**src/rtl/mem_ctrl.sv**
```systemverilog
// Byte-serial single-port memory controller arbitrating between instruction fetch and the
// load/store buffer; little-endian, fair alternation between requesters.
module mem_ctrl (
    input  logic        clk_in,
    input  logic        rst_in,
    input  logic        rdy_in,
    input  logic        _clear,
    input  logic [7:0]  mem_din,
    output logic [7:0]  mem_dout,
    output logic [31:0] mem_a,
    output logic        mem_wr,
    input  logic        io_buffer_full,
    input  logic        _if_req,
    input  logic [31:0] _if_addr,
    output logic        _if_ready,
    output logic [31:0] _if_data,
    input  logic        _lsb_req,
    input  logic        _lsb_wr,
    input  logic [2:0]  _lsb_len,
    input  logic [31:0] _lsb_addr,
    input  logic [31:0] _lsb_wdata,
    output logic        _lsb_ready,
    output logic [31:0] _lsb_rdata
);

    typedef enum logic [1:0] {StIdle, StRead, StWrite, StDone} state_e;

    state_e      state_q, state_d;
    logic        owner_q, owner_d;  // 1 = LSB owns the port
    logic        last_q, last_d;
    logic        wr_q, wr_d;
    logic [2:0]  len_q, len_d;
    logic [2:0]  idx_q, idx_d;
    logic [2:0]  n;
    logic [31:0] addr_q, addr_d;
    logic [31:0] wdata_q, wdata_d;
    logic [31:0] buf_q, buf_d, buf_next;
    logic [31:0] if_data_q, if_data_d;
    logic [31:0] lsb_rdata_q, lsb_rdata_d;
    logic        if_ok, lsb_ok, grant_lsb, io_stall;

    assign _if_data  = if_data_q;
    assign _lsb_rdata = lsb_rdata_q;

    function automatic logic [31:0] extend(input logic [31:0] v, input logic [2:0] len);
        case (len[1:0])
            2'b00:   return len[2] ? {24'd0, v[7:0]}  : {{24{v[7]}}, v[7:0]};
            2'b01:   return len[2] ? {16'd0, v[15:0]} : {{16{v[15]}}, v[15:0]};
            default: return v;
        endcase
    endfunction

    always_comb begin
        case (len_q[1:0])
            2'b00:   n = 3'd1;
            2'b01:   n = 3'd2;
            default: n = 3'd4;
        endcase
    end

    always_comb begin
        state_d     = state_q;
        owner_d     = owner_q;
        last_d      = last_q;
        wr_d        = wr_q;
        len_d       = len_q;
        idx_d       = idx_q;
        addr_d      = addr_q;
        wdata_d     = wdata_q;
        buf_d       = buf_q;
        if_data_d   = if_data_q;
        lsb_rdata_d = lsb_rdata_q;
        mem_a       = '0;
        mem_dout    = '0;
        mem_wr      = 1'b0;
        _if_ready   = 1'b0;
        _lsb_ready  = 1'b0;
        // A flush kills pending fetches and loads, but a store is already committed.
        if_ok       = _if_req && !_clear;
        lsb_ok      = _lsb_req && (!_clear || _lsb_wr);
        grant_lsb   = lsb_ok && (!if_ok || !last_q);
        io_stall    = (addr_q[17:16] == 2'b11) && io_buffer_full;

        buf_next = buf_q;
        case (idx_q)
            3'd1:    buf_next[7:0]   = mem_din;
            3'd2:    buf_next[15:8]  = mem_din;
            3'd3:    buf_next[23:16] = mem_din;
            3'd4:    buf_next[31:24] = mem_din;
            default: ;
        endcase

        unique case (state_q)
            StIdle: begin
                if (if_ok || lsb_ok) begin
                    owner_d = grant_lsb;
                    last_d  = grant_lsb;
                    addr_d  = grant_lsb ? _lsb_addr : _if_addr;
                    len_d   = grant_lsb ? _lsb_len : 3'b010;
                    wdata_d = _lsb_wdata;
                    wr_d    = grant_lsb && _lsb_wr;
                    idx_d   = '0;
                    buf_d   = '0;
                    state_d = wr_d ? StWrite : StRead;
                end
            end
            StRead: begin
                if (idx_q < n) mem_a = addr_q + {29'd0, idx_q};
                if (_clear) begin
                    state_d = StIdle;
                end else begin
                    buf_d = buf_next;
                    if (idx_q == n) begin
                        state_d = StDone;
                        if (owner_q) lsb_rdata_d = extend(buf_next, len_q);
                        else         if_data_d   = buf_next;
                    end else begin
                        idx_d = idx_q + 3'd1;
                    end
                end
            end
            StWrite: begin
                mem_a    = addr_q + {29'd0, idx_q};
                mem_dout = wdata_q[{idx_q[1:0], 3'b000} +: 8];
                if (!io_stall) begin
                    mem_wr = 1'b1;
                    if (idx_q == n - 3'd1) state_d = StDone;
                    else                   idx_d   = idx_q + 3'd1;
                end
            end
            StDone: begin
                state_d = StIdle;
                if (wr_q || !_clear) begin
                    if (owner_q) _lsb_ready = 1'b1;
                    else         _if_ready  = 1'b1;
                end
            end
        endcase

        if (!rdy_in) begin
            mem_wr     = 1'b0;
            _if_ready  = 1'b0;
            _lsb_ready = 1'b0;
        end
    end

    always_ff @(posedge clk_in) begin
        if (rst_in) begin
            state_q     <= StIdle;
            owner_q     <= 1'b0;
            last_q      <= 1'b1;
            wr_q        <= 1'b0;
            len_q       <= '0;
            idx_q       <= '0;
            addr_q      <= '0;
            wdata_q     <= '0;
            buf_q       <= '0;
            if_data_q   <= '0;
            lsb_rdata_q <= '0;
        end else if (rdy_in) begin
            state_q     <= state_d;
            owner_q     <= owner_d;
            last_q      <= last_d;
            wr_q        <= wr_d;
            len_q       <= len_d;
            idx_q       <= idx_d;
            addr_q      <= addr_d;
            wdata_q     <= wdata_d;
            buf_q       <= buf_d;
            if_data_q   <= if_data_d;
            lsb_rdata_q <= lsb_rdata_d;
        end
    end

endmodule

```
**config.mk**
```make
export PLATFORM = sky130hd
export DESIGN_NAME = mem_ctrl
export DESIGN_NICKNAME = d
export VERILOG_FILES = /design/src/rtl/mem_ctrl.sv
export SDC_FILE = /design/constraint.sdc
export NUM_CORES = 1
export LEC_CHECK = 0
export ABC_AREA = 0
export BUFFER_PORTS_ARGS = -buffer_cell sky130_fd_sc_hd__buf_2
export CAP_MARGIN = 20
export CORE_ASPECT_RATIO = 0.9
export CORE_UTILIZATION = 53
export CTS_BUF_LIST = sky130_fd_sc_hd__clkbuf_16
export CTS_CLUSTER_SIZE = 28
export DETAILED_ROUTE_END_ITERATION = 12
export PLACE_DENSITY = 0.91
export SLEW_MARGIN = 20
export SYNTH_ARGS = -nofsm -noshare
export SYNTH_HDL_FRONTEND = slang
export SYNTH_SLANG_ARGS = --single-unit
```
**constraint.sdc**
```tcl
create_clock -name clk_in -period 3.3 [get_ports clk_in]
set_input_delay 0.165 -clock clk_in [delete_from_list [all_inputs] [get_ports clk_in]]
set_output_delay 0.165 -clock clk_in [all_outputs]
set_load 0.01 [all_outputs]
```
==> results.ini <==
[detailed_routing]
wirelength_mm=24.87
ant_nets=0
drt_iter0_markers=654
wl_per_cell_um=17.27
via_per_inst=5.826
drc_errors=0
num_vias=8389
first_pass_iters=5

[critical_path]
path_max_fanout=29
path_common_cell=ha_1
worstSetupPathType=flip-flop to output pin
crit_path_start_kind=flip-flop
critPathBufInv=2
cpPeakStageDelay_ps=480
cp.required_ps=3130
end_kind=output pin
cp_top_family=compound AO/OA/AOI/OAI gates
crit_chain=or2_2 -> ha_1 -> inv_1 -> ha_1 -> o21a_1 -> o31ai_2 -> nand2_4 -> a21oi_1 -> buf_2
critical_path.slowest_cell=o31ai_2
arrival_ps=2880

[clock_network]
post_cts_buffers=0
clockBufferDepth=2
cts_made_buffers=17
cts_sinks=171
clkLatencyLatePin_ps=420
ctsRootBufferMaster=clkbuf_16
htreeDepth=4
cts_tree=yes
clk_pin_slew_ps=70

[power_and_ir_drop]
p_leak_uw=0.004337
swShare=0.2851
p_int_uw=3582
cellPowerDensity_nw_per_um2=477.5
clkPwrFrac=0.392
p_seq_frac=0.447
max-vdd-ir-drop_v=0.0004216
finalPower_uw=5011
p_sw_uw=1428
p_comb_frac=0.161

[global_route]
grt_max_degree=87
track_usage=0.3090
antenna_found_initial=0
grt_pass1_wl_mm=39.16
overflow=0
first_global_vias=8054

[floorplan]
die_area_um2=16010
num_io_pins=222
die_h_um=120.1
core-area_um2=14920
die_w_um=133.3
rows=42
initial_core_util=0.5506

[synth]
synthArstFlopShare=0
netlist_area_um2=8218
ys_seq_area_frac=0.4166
synthFlopType=dfxtp_1
synth_edf_count=0
netlist_instances=997
avgSynthCellArea_um2=8.243
syn-num-nets=1131
yosys_warnings=0
synth_seq_cells=171
synth_cell_types=54

[sta]
clock_skew_ps=12.33
setup_violations=0
holdWs_ps=10.45
post-route-period-util=0.9241
maxSlewViolCount=0
worst_pin_slew_ps=945.1
rsz0062_at_grt=false
period_needed_ps=3050
hold_viol=0
finalSetupTns_ps=0
slew_headroom=0.3699
fmax_mhz=327.9

[finish]
finish.net_count=1364
antennaDiodeCount=0
fin_util=0.7031
fillerInstances=1141
stdcell_count=1440
final_common_cell=buf_2
final_cell_mix=220 x buf_2, 191 x nand2_1, 171 x dfxtp_1, 121 x nor2_1, 83 x a21oi_1
syn2layout_area_growth_pct=27.69
final_layout_size_suffix_gt1_frac=0.2585

[placed_design]
dp_cells=1361
gp_congestion=0.8865
numPortBuffers=221
hpwl_mm=15.75

[worst_hold_path]
hp-class=input port to flip-flop

[outcome]
outcome=finished clean

[job]
maxCapViolCount=0

==> stage by stage <==
stage | instance area [µm²] | setup WS, ps
finish | 10490 | 250.3
floorplan | 8218 | 613.7
global placement | 9433 | 450.0
detailed placement | 9433 | 297.0
CTS | 10490 | 118.8
global route | 10490 | 54.79
==> kinds of logic (layout without fill, tap and decap cells) <==
group                      after synthesis  in the layout  share of synthesized area
buffers and inverters                   92            337                    0.04567
DFF                                    171            171                     0.4166
xor gates and xnor gates                26             26                    0.02954
and+or+nand+nor                        423            423                     0.2235
adders and majority gates               19             19                    0.02984
muxes                                   64             64                    0.09424
AOI/OAI and AO/OA                      202            202                     0.1606
==> sequential cells by signal, indices dropped and copies added, names as in the netlist <==
signal and flops:
_if_data 32, _lsb_rdata 32, addr_q 32, buf_q 32
idx_q 3, last_q 1, len_q 3, owner_q 1
state_q 2, wdata_q 32, wr_q 1
==> cell usage after synthesis, types with 2 or more instances <==
| library cell | n | area share |
|---|---|---|
| nand4_1 | 10 | 0.0076 |
| mux2_2 | 24 | 0.033 |
| nor3_1 | 5 | 0.0030 |
| nor2b_1 | 3 | 0.0023 |
| mux2i_1 | 31 | 0.038 |
| buf_2 | 9 | 0.0055 |
| nand3_1 | 40 | 0.024 |
| buf_6 | 2 | 0.0027 |
| nand4b_1 | 3 | 0.0032 |
| nand2_1 | 192 | 0.088 |
| dfxtp_1 | 171 | 0.42 |
| o211ai_1 | 3 | 0.0027 |
| clkbuf_1 | 56 | 0.026 |
| and2_1 | 17 | 0.013 |
| and3_1 | 6 | 0.0046 |
| inv_1 | 19 | 0.0087 |
| and4_1 | 7 | 0.0075 |
| a21o_1 | 3 | 0.0027 |
| o21ai_0 | 34 | 0.021 |
| nor2_1 | 123 | 0.056 |
| ha_1 | 18 | 0.027 |
| nand2b_1 | 3 | 0.0023 |
| buf_1 | 4 | 0.0018 |
| nor4_1 | 5 | 0.0038 |
| a21oi_1 | 83 | 0.051 |
| a311oi_1 | 32 | 0.034 |
| a22oi_1 | 7 | 0.0064 |
| o31ai_1 | 2 | 0.0018 |
| a211oi_1 | 16 | 0.015 |
| o31a_1 | 2 | 0.0021 |
| xnor2_1 | 11 | 0.012 |
| xor2_1 | 14 | 0.015 |
| a21oi_2 | 10 | 0.011 |
| mux4_2 | 8 | 0.022 |
| or3_1 | 5 | 0.0038 |
==> metal layers <==
layer / wire length [µm] / share of wire / global-route usage
met1: 10090 / 0.41 / 0.3792
met2: 11820 / 0.48 / 0.5133
met3: 1960 / 0.079 / 0.05788
met4: 997 / 0.040 / 0.1662
met5: 0 / 0 / 0
==> path summary, 6_finish.rpt <==
check | slack [ps] | from | cells after the start | endpoint
hold reg to reg | 450 | buf_q[27]$_SDFFE_PP0P_ | 2 | buf_q[27]$_SDFFE_PP0P_
setup reg to reg | 480 | state_q[0]$_SDFFE_PP0P_ | 8 | addr_q[7]$_SDFFE_PP0P_
hold / removal | 10 | _lsb_addr[4] | 3 | addr_q[4]$_SDFFE_PP0P_
setup / recovery | 250 | len_q[0]$_SDFFE_PP0P_ | 9 | mem_a[25]
==> area by class of cell <==
cell class              instances  area (µm²)  share of cell area
multi-input cells             734        4446              0.4236
clock inverters                14       147.6             0.01407
repair buffers                286        1729              0.1648
flip-flops and latches        171        3423              0.3262
inverters                      20       75.07            0.007154
well taps                     198       247.7             0.02361
clock buffers                  17       425.4             0.04054
==> what timing repair did <==
item / in CTS / in global routing
hold buffers: 48 / 0
endpoints found under the hold margin: 44 / 0
endpoints found under the setup margin: 29 / 27
gates resized for setup: 1 / 1
==> worst min-delay path: stages <==
cell	delay, ps
buf_2	100
nand2_1	50
a311oi_1	80
==> power by group through the flow <==
stage	Clock (µW)	Sequential (µW)	Combinational [µW]
after floorplan	0	2260	501
after global placement	0	2270	710
after detailed placement	0	2280	726
after CTS	1980	2230	782
after global routing	2080	2250	877
final	1970	2240	808
Note: power is estimated with default switching activity, not from simulation.
